===== src/rtl/mem_stage_access.sv =====
// MEM-stage data-memory access unit: builds aligned bus transactions, stalls until ack/timeout,
// and extends load data. Optional misaligned-access trap is enabled by defining MISALIGN_TRAP_EN.
module mem_stage_access #(
  parameter int TIMEOUT_CYCLES = 256
) (
  input  logic        clk,
  input  logic        rst,
  input  logic        mem_en_i,
  input  logic        we_i,
  input  logic [31:0] addr_i,
  input  logic [31:0] wdata_i,
  input  logic [2:0]  ubhw_i,
  output logic        bus_req_o,
  output logic        bus_we_o,
  output logic [31:0] bus_addr_o,
  output logic [31:0] bus_wdata_o,
  output logic [3:0]  bus_be_o,
  input  logic [31:0] bus_rdata_i,
  input  logic        bus_ack_i,
  output logic        stall_o,
  output logic [31:0] rdata_o,
  output logic        rdata_valid_o,
  output logic        bus_err_o,
  output logic        misalign_o
);

  typedef enum logic [1:0] {
    ST_IDLE = 2'd0,
    ST_REQ  = 2'd1,
    ST_DONE = 2'd2
  } state_t;

  localparam logic [15:0] TMO_LAST = 16'(TIMEOUT_CYCLES - 1);

  state_t      state_r;
  logic [15:0] cnt_r;
  logic        uns_r;
  logic [1:0]  size_r;
  logic [1:0]  lane_r;
  logic        trap_s;

  function automatic logic [3:0] calc_be(input logic [1:0] size, input logic [1:0] a);
    logic [3:0] be;
    case (size)
      2'b00:   be = 4'b0001 << a;
      2'b01:   be = a[1] ? 4'b1100 : 4'b0011;
      default: be = 4'b1111;
    endcase
    return be;
  endfunction

  function automatic logic [31:0] calc_wdata(input logic [1:0] size, input logic [31:0] w);
    logic [31:0] d;
    case (size)
      2'b00:   d = {4{w[7:0]}};
      2'b01:   d = {2{w[15:0]}};
      default: d = w;
    endcase
    return d;
  endfunction

  function automatic logic [31:0] extend_load(input logic [1:0] size, input logic uns,
                                              input logic [1:0] lane, input logic [31:0] d);
    logic [7:0]  b;
    logic [15:0] h;
    logic [31:0] r;
    b = d[{lane, 3'b000} +: 8];
    h = lane[1] ? d[31:16] : d[15:0];
    case (size)
      2'b00:   r = uns ? {24'h000000, b} : {{24{b[7]}}, b};
      2'b01:   r = uns ? {16'h0000, h} : {{16{h[15]}}, h};
      default: r = d;
    endcase
    return r;
  endfunction

  // Misaligned-access detection; without the trap, low address bits only pick lanes.
`ifdef MISALIGN_TRAP_EN
  always_comb begin
    trap_s = 1'b0;
    case (ubhw_i[1:0])
      2'b00:   trap_s = 1'b0;
      2'b01:   trap_s = addr_i[0];
      default: trap_s = (addr_i[1:0] != 2'b00);
    endcase
  end
`else
  assign trap_s = 1'b0;
  assign misalign_o = 1'b0;
`endif

  // Stall: request phase of IDLE follows mem_en_i directly, REQ always holds the pipeline.
  always_comb begin
    stall_o = 1'b0;
    case (state_r)
      ST_IDLE: stall_o = mem_en_i;
      ST_REQ:  stall_o = 1'b1;
      ST_DONE: stall_o = 1'b0;
      default: stall_o = 1'b0;
    endcase
  end

  // Transaction FSM with registered bus and result outputs.
  always_ff @(posedge clk or posedge rst) begin
    if (rst) begin
      state_r       <= ST_IDLE;
      cnt_r         <= 16'd0;
      uns_r         <= 1'b0;
      size_r        <= 2'b00;
      lane_r        <= 2'b00;
      bus_req_o     <= 1'b0;
      bus_we_o      <= 1'b0;
      bus_addr_o    <= 32'd0;
      bus_wdata_o   <= 32'd0;
      bus_be_o      <= 4'd0;
      rdata_o       <= 32'd0;
      rdata_valid_o <= 1'b0;
      bus_err_o     <= 1'b0;
`ifdef MISALIGN_TRAP_EN
      misalign_o    <= 1'b0;
`endif
    end else begin
      case (state_r)
        ST_IDLE: begin
          rdata_valid_o <= 1'b0;
          bus_err_o     <= 1'b0;
          cnt_r         <= 16'd0;
`ifdef MISALIGN_TRAP_EN
          misalign_o    <= 1'b0;
`endif
          if (mem_en_i && trap_s) begin
            // Trapped access never reaches the bus; result slot is cleared.
            state_r <= ST_DONE;
            rdata_o <= 32'd0;
`ifdef MISALIGN_TRAP_EN
            misalign_o <= 1'b1;
`endif
          end else if (mem_en_i) begin
            state_r     <= ST_REQ;
            bus_req_o   <= 1'b1;
            bus_we_o    <= we_i;
            bus_addr_o  <= {addr_i[31:2], 2'b00};
            bus_wdata_o <= calc_wdata(ubhw_i[1:0], wdata_i);
            bus_be_o    <= calc_be(ubhw_i[1:0], addr_i[1:0]);
            uns_r       <= ubhw_i[2];
            size_r      <= ubhw_i[1:0];
            lane_r      <= addr_i[1:0];
          end else begin
            state_r <= ST_IDLE;
          end
        end
        ST_REQ: begin
          if (bus_ack_i) begin
            state_r   <= ST_DONE;
            bus_req_o <= 1'b0;
            if (!bus_we_o) begin
              rdata_o       <= extend_load(size_r, uns_r, lane_r, bus_rdata_i);
              rdata_valid_o <= 1'b1;
            end else begin
              rdata_valid_o <= 1'b0;
            end
          end else if (cnt_r == TMO_LAST) begin
            state_r   <= ST_DONE;
            bus_req_o <= 1'b0;
            rdata_o   <= 32'd0;
            bus_err_o <= 1'b1;
          end else begin
            cnt_r <= cnt_r + 16'd1;
          end
        end
        ST_DONE: begin
          state_r       <= ST_IDLE;
          cnt_r         <= 16'd0;
          rdata_valid_o <= 1'b0;
          bus_err_o     <= 1'b0;
`ifdef MISALIGN_TRAP_EN
          misalign_o    <= 1'b0;
`endif
        end
        default: begin
          state_r   <= ST_IDLE;
          bus_req_o <= 1'b0;
        end
      endcase
    end
  end

endmodule


===== config.mk =====
export PLATFORM = sky130hd
export DESIGN_NAME = mem_stage_access
export DESIGN_NICKNAME = d
export VERILOG_FILES = /design/src/rtl/mem_stage_access.sv
export SDC_FILE = /design/constraint.sdc
export NUM_CORES = 1
export LEC_CHECK = 0
export CAP_MARGIN = 15
export CORE_AREA = 10 10 140 142
export DETAILED_ROUTE_END_ITERATION = 6
export DIE_AREA = 0 0 150 152
export PLACE_DENSITY = 0.71
export SLEW_MARGIN = 15
export SYNTH_ARGS = -nofsm -noshare
export SYNTH_HDL_FRONTEND = slang
export SYNTH_SLANG_ARGS = --single-unit

===== constraint.sdc =====
create_clock -name clk -period 11.7 [get_ports clk]
set_clock_uncertainty 0.15 [all_clocks]
set_input_delay 1.755 -clock clk [delete_from_list [all_inputs] [get_ports clk]]
set_output_delay 1.755 -clock clk [all_outputs]
set_load 0.02 [all_outputs]

==> results.md, run 1 <==
- Per report_power, the combinational group accounts for 41.7% of the total.
- In this run the worst path has a maximum fanout of 3.
- Relative to the synthesized area, the layout overhead comes to 48.5%.
- The leakage component of the power is about 3.7 nW.
- The count of buffers inserted at the top-level ports is approximately 210.
- The post-CTS setup buffer count is 0.
- For this run, the leading register cell type out of synthesis is sky130_fd_sc_hd__dfrtp_1.
- Counting cells, the worst reg-to-reg path comes to 4.
- Clock tree synthesis selected as its root buffer the cell sky130_fd_sc_hd__clkbuf_16.
- The post-layout utilization of the core is approximately 51%.
- The floorplan step set the die height to 152 µm.
- The pin count of the biggest net entering global routing is 73.
- In this run the worst setup path begins at mem_en_i.
- The flow ran to the end, and the final reports show no timing, DRC or antenna violations.
- The post-route setup TNS is 0 ns.
- The net switching power is ~0.77 mW.
- The clock tree buffer depth is 2.
- The share of total power dissipated in the clock network is between 20% and 30%.
- The transition time at the pin with the least slew margin is between 1 and 1.5 ns.
- 0 antenna diodes ended up in the layout.
- Routability-driven placement finished with a final weighted congestion of 0.802.
- The later pin in the worst-skew pair is clocked with a latency of 0.41 ns.
- The number of H-tree levels is 4.
- The wire length of the first global-routing pass is 28900 µm.
- The post-DP HPWL is 13200 µm.
- Dividing the detail-routed via count by the number of cells gives 4.89.
- The type of the most critical hold path is flop to flop.
- The effective utilization at floorplan is ~34%.
- After synthesis, the largest family of logic cells by area is simple AND/OR/NAND/NOR gates.
- Setup violations remaining at the end of the flow were counted as 0.
- The number of antenna violations at the first check in global routing is 0.
- The synthesized area per cell is approximately 9.6 µm².
- The routed wire length per instance is 17.4 µm.
- In this run, the number of DRC markers left after iteration 0 of detailed routing was 213.
- The synthesized netlist devotes 15.5% of its cell area to compound gates.
- The synthesized netlist devotes less than 1% of its cell area to XOR and XNOR gates.
- Timing would allow up to 204 MHz.
- In this run, post-CTS hold repair placed 0 buffers.
- The multiplexer fraction of the synthesized cell area is 6.07%.
- For this design the ratio of total power to cell area is about 240 nW/µm².
- Wires add up to 18000 µm.
- Across the VDD grid, the largest voltage drop is 125 µV.
- The via count of the first global-routing pass was roughly 5200.
- In the finished design, the share of the clock period the worst path needs comes to 42.0%.
- The clock drives 125 sinks.
- The cell count after placement is 1006.
- The startpoint identified for the worst register-to-register timing path is state_r[0].
- The worst relative slew slack is 27.0%.
- The critical path capture point type is an output pin.
- The max-capacitance violation count is 0.
- STA puts the critical path data arrival time at 3.01 ns.
- The internal power of the cells is approximately 1.3 mW.
- The area fraction in and, or, nand and nor cells after synthesis is slightly above 20%.
- The clock buffer count from CTS is 17.
- The max-slew violation count is 0.
- Setup repair after global routing left no endpoint under its margin.
- The worst setup path is of the primary input to output pin kind.
- The hold violation total from the final report was 0.
- Synthesis produced 606 cells.
- Counting flops with a built-in enable in the synthesized netlist gives 0.
- Across all layers, the routed design uses 5062 vias.
- For this run, design rule violations remaining after detail routing come to 0.
- In this run the most critical hold path is launched from bus_addr_o[7].
- Net switching is roughly 36% of the power.
- Post-CTS repair changed the size of 0 cells.
- The number of standard-cell rows in the floorplan is 48.
- The share of post-route cells with drive strength above 1 is 5.43%.
- The overall track demand over capacity in global routing is between 10% and 20%.
- The I/O pin total is 210.
- The mapped netlist covers a little under 6000 µm².
- After the last flow step, the layout net total stands at 905.
- The die is 150 µm wide.
- The distinct cell type count after synthesis is 44.
- The adder and majority cell fraction of the synthesized area is 0.215%.
- The smallest clock period supported by the final layout is computed as 4.91 ns.
- The placeable core area is 16900 µm².
- The fraction of registers with async set/reset is 100%.
- For this run the aggregate overflow at the end of global routing stands at 0.
- The length of the first detailed-routing pass in iterations is 4.
- For this run, the number of standard cells in the final layout without fillers is ~1000.
- Yosys printed 0 warnings.
- The worst setup path is launched from a primary input.
- The instance count along the most critical hold path is 2.
- Once detail routing completed, the nets flagged for antenna violations numbered 0.
- The critical path data required time is 9.80 ns.
- The die covers 22800 µm².
- The clock-pin transition on the worst setup and hold timing paths is about 0.050 ns.
- The register bit count reported by yosys is 125.
- The CTS tree is done.
- Registers are responsible for 33.5% of the overall power.
- The sequential fraction of the synthesis area is about 54%.
==> cells in the final DEF, fill, tap and decap left out, types with 2 or more instances in the layout <==
| cell | n |
|---|---|
| sky130_fd_sc_hd__a21oi_1 | 32 |
| sky130_fd_sc_hd__a22o_1 | 16 |
| sky130_fd_sc_hd__a31oi_1 | 3 |
| sky130_fd_sc_hd__a32o_1 | 7 |
| sky130_fd_sc_hd__and3_1 | 2 |
| sky130_fd_sc_hd__and4_1 | 3 |
| sky130_fd_sc_hd__buf_4 | 4 |
| sky130_fd_sc_hd__bufinv_16 | 3 |
| sky130_fd_sc_hd__clkbuf_1 | 2 |
| sky130_fd_sc_hd__clkbuf_16 | 17 |
| sky130_fd_sc_hd__clkbuf_8 | 2 |
| sky130_fd_sc_hd__clkdlybuf4s50_1 | 206 |
| sky130_fd_sc_hd__clkinv_2 | 4 |
| sky130_fd_sc_hd__conb_1 | 3 |
| sky130_fd_sc_hd__dfrtp_1 | 125 |
| sky130_fd_sc_hd__inv_1 | 6 |
| sky130_fd_sc_hd__mux2_2 | 2 |
| sky130_fd_sc_hd__mux2i_1 | 33 |
| sky130_fd_sc_hd__nand2_1 | 168 |
| sky130_fd_sc_hd__nand2b_1 | 25 |
| sky130_fd_sc_hd__nand3_1 | 4 |
| sky130_fd_sc_hd__nand4_1 | 4 |
| sky130_fd_sc_hd__nor2_1 | 21 |
| sky130_fd_sc_hd__nor3_1 | 2 |
| sky130_fd_sc_hd__nor4_4 | 2 |
| sky130_fd_sc_hd__o211ai_1 | 8 |
| sky130_fd_sc_hd__o21a_1 | 3 |
| sky130_fd_sc_hd__o21ai_0 | 48 |
| sky130_fd_sc_hd__o2bb2ai_1 | 9 |
| sky130_fd_sc_hd__o31ai_1 | 4 |
| sky130_fd_sc_hd__or3_1 | 16 |
| sky130_fd_sc_hd__or4_1 | 4 |
| sky130_fd_sc_hd__or4_4 | 2 |
| sky130_fd_sc_hd__xor2_1 | 3 |
==> flip-flops by register name, indices dropped and copies added (netlist names) <==
| name | cells |
|---|---|
| bus_addr_o | 30 |
| bus_be_o | 4 |
| bus_err_o | 1 |
| bus_req_o | 1 |
| bus_wdata_o | 32 |
| bus_we_o | 1 |
| cnt_r | 16 |
| lane_r | 2 |
| rdata_o | 32 |
| rdata_valid_o | 1 |
| size_r | 2 |
| state_r | 2 |
| uns_r | 1 |
==> metrics by stage <==
stage | worst slack (ns) | power, mW | cell area [µm²] | hold slack [ns]
after floorplan | 6.47 | 1.16 | 5820 | 0.355
after global placement | 6.79 | 1.60 | 8050 | 0.306
after detailed placement | 6.79 | 1.61 | 8050 | 0.311
after CTS | 6.78 | 2.14 | 8620 | 0.325
after global routing | 6.72 | 2.24 | 8620 | 0.344
final | 6.79 | 2.11 | 8620 | 0.321
==> area by class of cell <==
type	instances	area (µm²)
Clock inverter	8	118
Clock buffer	21	460
Multi-Input combinational cell	438	2510
Fill cell	1613	8310
Tap cell	225	282
Sequential cell	125	3130
Inverter	8	32.5
Timing Repair Buffer	210	2090
==> critical path, stage by stage <==
cell	delay (ns)
sky130_fd_sc_hd__clkdlybuf4s50_1	0.50
sky130_fd_sc_hd__nor2_1	0.05
sky130_fd_sc_hd__nor2_1	0.08
sky130_fd_sc_hd__clkdlybuf4s50_1	0.61
==> per-layer routing <==
layer	vias to the layer above	wire length (µm)	global-route usage, %
met1	2409	7640	19.4
met3	10	1840	8.05
met2	157	8420	24.3
met5	-	0	0
li1	2486	-	-
met4	0	129	3.56
==> logic make-up (layout without fill, tap and decap cells) <==
group           after synthesis  count (layout)
compound gates              137             137
flops                       125             125
xor+xnor                      3               3
mux                          35              35
simple gates                259             259
fa+ha+maj                     1               1
other cells                   1               3
buf+inv                      45             247
==> path summary, 6_finish.rpt <==
check | slack (ns) | to
max | 6.79 | stall_o
min | 0.32 | bus_addr_o[7]
max reg2reg | 8.81 | rdata_o[24]
min reg2reg | 0.32 | bus_addr_o[7]
max in group asynchronous | 8.38 | bus_wdata_o[15]
min in group asynchronous | 1.72 | rdata_o[28]
==> synthesized netlist by cell type (7+ instances only) <==
| library cell | number | area (µm²) |
|---|---|---|
| sky130_fd_sc_hd__nand2_1 | 169 | 634 |
| sky130_fd_sc_hd__dfrtp_1 | 125 | 3130 |
| sky130_fd_sc_hd__o21ai_0 | 48 | 240 |
| sky130_fd_sc_hd__mux2i_1 | 33 | 330 |
| sky130_fd_sc_hd__a21oi_1 | 32 | 160 |
| sky130_fd_sc_hd__nand2b_1 | 25 | 156 |
| sky130_fd_sc_hd__clkbuf_1 | 21 | 78.8 |
| sky130_fd_sc_hd__nor2_1 | 21 | 78.8 |
| sky130_fd_sc_hd__a22o_1 | 16 | 140 |
| sky130_fd_sc_hd__or3_1 | 16 | 100 |
| sky130_fd_sc_hd__o2bb2ai_1 | 9 | 78.8 |
| sky130_fd_sc_hd__buf_1 | 8 | 30.0 |
| sky130_fd_sc_hd__o211ai_1 | 8 | 60.1 |
| sky130_fd_sc_hd__a32o_1 | 7 | 70.1 |
| sky130_fd_sc_hd__inv_1 | 7 | 26.3 |
==> power groups by stage <==
stage                     logic, mW  clock network (mW)  registers (mW)
final                         0.880               0.524           0.707
after global routing          0.955               0.559           0.730
after global placement        0.885                   0           0.710
after detailed placement      0.894                   0           0.713
after CTS                     0.896               0.536           0.709
after floorplan               0.286                   0           0.869
(Power assumes the default switching activity.)
==> run 2: changes to the inputs <==
--- a/config.mk
+++ b/config.mk
@@ -9,7 +9,7 @@
 export CORE_AREA = 10 10 140 142
 export DETAILED_ROUTE_END_ITERATION = 6
 export DIE_AREA = 0 0 150 152
-export PLACE_DENSITY = 0.71
+export PLACE_DENSITY = 0.73
 export SLEW_MARGIN = 15
 export SYNTH_ARGS = -nofsm -noshare
 export SYNTH_HDL_FRONTEND = slang
==> constraint.sdc (replaced) <==
create_clock -name clk -period 4.2 [get_ports clk]
set_clock_uncertainty 0.15 [all_clocks]
set_input_delay 0.63 -clock clk [delete_from_list [all_inputs] [get_ports clk]]
set_output_delay 0.63 -clock clk [all_outputs]
set_load 0.02 [all_outputs]
==> run 2 against run 1 <==
- via count rose by 1.5%
- sequential cell count is the same
- clock-buffer cell count is 1 higher
- critical endpoint unchanged
==> results.md, run 2 (same netlist as run 1, synthesis figures left out) <==
- The routing usage on met2 is 24.7%.
- Setup repair after global routing left no endpoint under its margin.
- For this configuration, the core starts out at a cell density of approximately a third.
- 210 I/O pins were placed.
- TritonCTS built the clock tree.
- The routed wire length per instance is 17.5 µm.
- The TritonCTS sink count is 125.
- The commonest non-fill, non-tap cell in the layout is sky130_fd_sc_hd__clkdlybuf4s50_1.
- Data on the critical path is required at its endpoint by 3.42 ns.
- The share of post-route cells with drive strength above 1 is 6.36%.
- The number of nets in the layout is roughly 900.
- The final clock period utilization by the worst path is 63.8%.
- The post-CTS setup buffer count is 0.
- The number of H-tree levels is 4.
- The flow ran to the end, and the final reports show no timing, DRC or antenna violations.
- In this run the deepest clock path goes through 2 buffers.
- The hold violation total from the final report was 0.
- The data arrival time of the worst path is 1.90 ns.
- The worst setup path is launched from a primary input.
- Clock-pin slew was measured on the worst setup and hold paths at 0.05 ns.
- The met3 track utilization from global routing is 7.04%.
- The worst relative slew slack is 28.1%.
- The filler cells instantiated in the layout total ~1600.
- The later pin in the worst-skew pair is clocked with a latency of 0.41 ns.
- The placeable core area is 16900 µm².
- Power spread over the standard cell area amounts to 686 nW/µm².
- The post-route setup TNS is 0 ns.
- The number of antenna violations at the first check in global routing is 0.
- The path class of the tightest hold or removal check is flop to flop.
- The worst setup path is captured at an output pin.
- In the layout the commonest cells are sky130_fd_sc_hd__clkdlybuf4s50_1 (206), sky130_fd_sc_hd__nand2_1 (168), sky130_fd_sc_hd__dfrtp_1 (125), sky130_fd_sc_hd__o21ai_0 (48), sky130_fd_sc_hd__mux2i_1 (33).
- Across every metal layer, demand over resource in global routing totals between 10% and 20%.
- The transition time at the pin with the least slew margin is 1.08 ns.
- The largest registers in the layout are bus_wdata_o x32, rdata_o x32, bus_addr_o x30.
- The count of buffers inserted at the top-level ports is 206.
- After clock tree synthesis, the repair step resized 0 gates.
- Entering global routing, the biggest net connects 126 pins.
- Before CTS, the worst setup slack after placement is 1.25 ns.
- The floorplan has between 40 and 50 rows.
- The critical path is of the primary input to output pin type.
- The worst path needs between 2 and 3 ns of the cycle, external delays included.
- The routing usage on met1 is around 18%.
- Once routing completed, OpenROAD measured the worst setup slack at 1.52 ns.
- The wire-length estimate of the detail-placed layout is between 10000 and 15000 µm.
- The iteration-0 DRC count of the detailed router is approximately 250.
- The max-slew violation count is 0.
- The growth of design area from synthesis to finish is 49.9%.
- The maximum vdd ir drop is 329 µV.
- Dividing the detail-routed via count by the number of cells gives 4.93.
- Based on the critical path, the design can be clocked at up to around 370 MHz.
- The clock root buffer is sky130_fd_sc_hd__clkbuf_16.
- The count of final setup violators is 0.
- For this block, the via count after detailed routing is 5140.
- For this run, design rule violations remaining after detail routing come to 0.
- The chip width is 150 µm.
- The number of hold buffers added after cts is 0.
- The number of clock buffers added by TritonCTS is 17.
- The via count of the first global-routing pass is 5158.
- The repair_antennas step left the layout with diodes totalling 0.
- The routed design has ~18000 µm of wire.
- The die covers 22800 µm².
- The congestion estimate from routability-driven global placement came to around 0.79.
- Across the run, the number of max-cap violations was 0.
- The most congested layer reported by global routing is met2.
- The total overflow reported by the global router is 0.
- The wire length of the first global-routing pass is 28400 µm.
- The largest fanout of any net on the critical path is 3.
- The sequential cell area is 3130 µm².
- In this run the remaining antenna-violating nets after routing total 0.
- The vertical die dimension is 152 µm.
- In this run the static leakage power is ~3.7 nW.
- The combined area of the multi-input logic cells is 2510 µm².
- The first detailed-routing pass took 5 iterations.
run 2: critical path, cell delays in order:
cell and delay, ns:
sky130_fd_sc_hd__clkdlybuf4s50_1 0.51, sky130_fd_sc_hd__nor2_1 0.05, sky130_fd_sc_hd__nor2_1 0.08, sky130_fd_sc_hd__clkdlybuf4s50_1 0.62
run 2: cell type report:
class,instances,share of cell area (%)
Clock inverter,10,1.58
Sequential cell,125,35.9
Timing Repair Buffer,215,24.6
Tap cell,225,3.23
Multi-Input combinational cell,438,28.8
Inverter,8,0.374
Clock buffer,22,5.45
run 2: per-layer routing:
layer / share of wire (%) / wire length [µm]
met5: 0 / 0
met4: 1.8 / 331
met3: 9.9 / 1810
met2: 47 / 8650
met1: 41 / 7460
run 2: metrics by stage:
| stage | total power [mW] | cell area (µm²) | cells | hold slack [ns] | utilization [%] |
|---|---|---|---|---|---|
| after global routing | 6.30 | 8710 | 1043 | 0.341 | 51.4 |
| after detailed placement | 4.48 | 8100 | 1011 | 0.311 | 47.8 |
| final | 5.97 | 8710 | 1043 | 0.319 | 51.4 |
| after floorplan | 3.22 | 5820 | 608 | 0.355 | - |
| after global placement | 4.44 | 8100 | 1011 | 0.307 | 47.8 |
| after CTS | 6.03 | 8710 | 1043 | 0.325 | 51.4 |
run 2: where the power goes:
part	internal, mW	total, mW	leakage [nW]	switching, mW
Clock	0.980	1.53	0.296	0.550
Combinational	1.16	2.49	1.88	1.33
Sequential	1.65	1.95	1.57	0.304
Total	3.79	5.97	3.74	2.18
run 2: final timing paths:
check | end | cells past startpoint | startpoint | slack [ns]
worst max register to register | rdata_o[22] | 5 | cnt_r[12] | 1.56
worst min-delay path | bus_addr_o[4] | 2 | bus_addr_o[4] | 0.32
worst max-delay path | stall_o | 4 | mem_en_i | 1.52
max in group asynchronous | bus_wdata_o[16] | 3 | rst | 2.80
min in group asynchronous | bus_addr_o[28] | 3 | rst | 0.59
worst min register to register | bus_addr_o[4] | 2 | bus_addr_o[4] | 0.32
==> run 3: changes to the inputs <==
==> constraint.sdc (replaced) <==
create_clock -name clk -period 2.3 [get_ports clk]
set_clock_uncertainty 0.15 [all_clocks]
set_input_delay 0.345 -clock clk [delete_from_list [all_inputs] [get_ports clk]]
set_output_delay 0.345 -clock clk [all_outputs]
set_load 0.02 [all_outputs]
==> run 3 against run 2 <==
- combinational power up 89%
- sequential power up 81%
- clock power up 63%
- register-to-register slack worse by 1.4 ns
- design area up 1.1%
- wire length up 0.49%
- via count up 0.82%
- sequential share of layout area down 0.40 points
- utilization up 0.58 points
- power up 79%
- sequential cell count unchanged
- non-clock buffer count up 15
- largest cell class unchanged
==> results.md, run 3 (same netlist as run 1, synthesis figures left out) <==
- The number of nets in the layout is roughly 930.
- The count of unresolved DRC violations after routing is 0.
- The type of the worst setup path is flop to flop.
- Summing all multi-input logic gate instances after layout gives 2510 µm².
- The transition time at the pin with the least slew margin is 0.743 ns.
- STA classifies the critical path endpoint as a flop.
- The sequential cell area is 3130 µm².
- The I/O pin total is 210.
- Derived from the worst setup path, the maximum achievable clock frequency is 465 MHz.
- The count of final setup violators is 0.
- The flow ran to the end, and the final reports show no timing, DRC or antenna violations.
- The filler cell count in the final layout is 1560.
- The growth of design area from synthesis to finish is 51.6%.
- Of the available clock period, the critical path in the final layout requires about 94%.
- The final estimated routing congestion in global placement is 0.803.
- The data arrival time of the worst path is between 2 and 2.5 ns.
- The number of vias per cell is about 4.9.
- For this configuration, the core starts out at a cell density of between 30% and 40%.
- The tool flagged a number of max-cap violations equal to 0.
- The post-route setup TNS is 0 ns.
- The pin count of the biggest net entering global routing is 71.
- The placeable core area is approximately 17000 µm².
- The wire length of the first global-routing pass is 29000 µm.
- The number of nets with antenna violations after detailed routing is 0.
- The summed area of non-filler cells in the final layout is 8800 µm².
- The maximum vdd ir drop is between 500 and 600 µV.
- Dividing total power by cell area gives a power density of 1220 nW/µm².
- Of all nets on the critical path, the largest fanout is 32.
- The max-slew violation count is 0.
- The count of buffers inserted at the top-level ports is 206.
- The routed wire length per instance is 17.4 µm.
- The number of standard-cell rows in the floorplan is 48.
- After global routing the overflow that remains totals 0.
- The wire-length estimate of the detail-placed layout is 13800 µm.
- The library cell used most frequently in the layout, excluding fill and tap cells, is sky130_fd_sc_hd__clkdlybuf4s50_1.
- For this block, the routed nets add up to 18400 µm of wire.
- In this run the tightest slew margin relative to its limit is 50.2%.
- The worst register-to-register path has a depth of 5.
- Data on the critical path is required at its endpoint by 2.45 ns.
- For this run, the total global-route usage over all layers was measured as 16.1%.
- The antenna diode instance count is 0.
- The vertical die dimension is 152 µm.
- The total number of vias is 5182.
- The first detailed-routing pass took 4 iterations.
- The clock latency on the worst-skew pair is 0.41 ns.
- The type of the most critical hold path is primary input to async pin.
- The number of H-tree levels is 4.
- Clock-pin slew was measured on the worst setup and hold paths at 0.05 ns.
- Cells with a size suffix above 1 make up 7.70% of the layout.
- In this run the horizontal extent of the chip is around 150 µm.
- The smallest clock period supported by the final layout is computed as 2.15 ns.
- In the layout the commonest cells are sky130_fd_sc_hd__clkdlybuf4s50_1 (205), sky130_fd_sc_hd__nand2_1 (168), sky130_fd_sc_hd__dfrtp_1 (125), sky130_fd_sc_hd__o21ai_0 (48), sky130_fd_sc_hd__mux2i_1 (33).
- STA classifies the critical path startpoint as a flop.
- The leakage component of the power is approximately 3.8 nW.
- The iteration-0 DRC count of the detailed router is around 270.
- The number of hold buffers added after cts is 0.
- The cell sitting at the root of the clock tree is a sky130_fd_sc_hd__clkbuf_16.
- Setup repair after global routing left no endpoint under its margin.
- Once placement finished, the instance area stood at a little over 8000 µm².
- The total die area is 22800 µm².
- TritonCTS built the clock tree.
- Counting along the longest clock path gives a buffer depth of 2.
- The hold violation total from the final report was 0.
- The worst setup timing slack at the placement stage is -0.176 ns.
- The number of antenna violations at the first check in global routing is 0.
- The clock buffer count from CTS is 17.
- The largest registers in the layout are bus_wdata_o x32, rdata_o x32, bus_addr_o x30.
- CTS saw between 100 and 150 sinks.
- Once layout is complete, the utilization of the core stands at 52.0%.
- The setup slack of the critical path after layout is 0.147 ns.
- The via count of the first global-routing pass is 5332.
-- run 3: metrics by stage --
| step | hold WS (ns) | power [mW] | std cells |
|---|---|---|---|
| floorplan | 0.291 | 5.88 | 608 |
| global placement | 0.307 | 8.23 | 1026 |
| detailed placement | 0.312 | 8.31 | 1026 |
| CTS | 0.126 | 10.9 | 1056 |
| global route | 0.145 | 11.4 | 1056 |
| finish | 0.135 | 10.7 | 1056 |
-- run 3: cell type report --
type                    count  share of cell area (%)
clock buffers              23                    5.43
clock inverters             7                   0.739
repair buffers            230                    26.2
inverters                   8                   0.384
well taps                 225                    3.20
multi-input cells         438                    28.5
flip-flops and latches    125                    35.5
-- run 3: report_power, final --
| part | internal, mW | total, mW | switching [mW] |
|---|---|---|---|
| sequential | 3.01 | 3.52 | 0.502 |
| clock | 1.55 | 2.49 | 0.944 |
| combinational | 2.20 | 4.70 | 2.50 |
-- run 3: per-layer routing --
metal | up-vias | track usage (%) | routed length (µm)
met1 | 2421 | 19.1 | 7390
met5 | - | 0 | 0
met2 | 210 | 25.8 | 8810
met3 | 18 | 7.19 | 1930
met4 | 0 | 4.58 | 211
li1 | 2533 | - | -
-- run 3: path summary, 6_finish.rpt --
check | from | end | slack, ns
max | cnt_r[12] | rdata_o[22] | 0.15
min | rst | bus_addr_o[4] | 0.13
max reg2reg | cnt_r[12] | rdata_o[22] | 0.15
min reg2reg | bus_addr_o[12] | bus_addr_o[12] | 0.32
max in group asynchronous | rst | lane_r[0] | 1.23
min in group clk | addr_i[30] | bus_addr_o[30] | 0.30
-- run 3: what timing repair did --
| item | in CTS | in global routing |
|---|---|---|
| gates resized for setup | 0 | 1 |
| endpoints found under the setup margin | 0 | 1 |
| setup buffers | 0 | 0 |
-- run 3: worst max-delay path, cell delays in order, from the launching register on --
cell and delay (ns):
sky130_fd_sc_hd__dfrtp_1 0.41, sky130_fd_sc_hd__or4_4 0.59, sky130_fd_sc_hd__nor4_4 0.30, sky130_fd_sc_hd__a31oi_2 0.16, sky130_fd_sc_hd__buf_12 0.19, sky130_fd_sc_hd__a22o_1 0.23
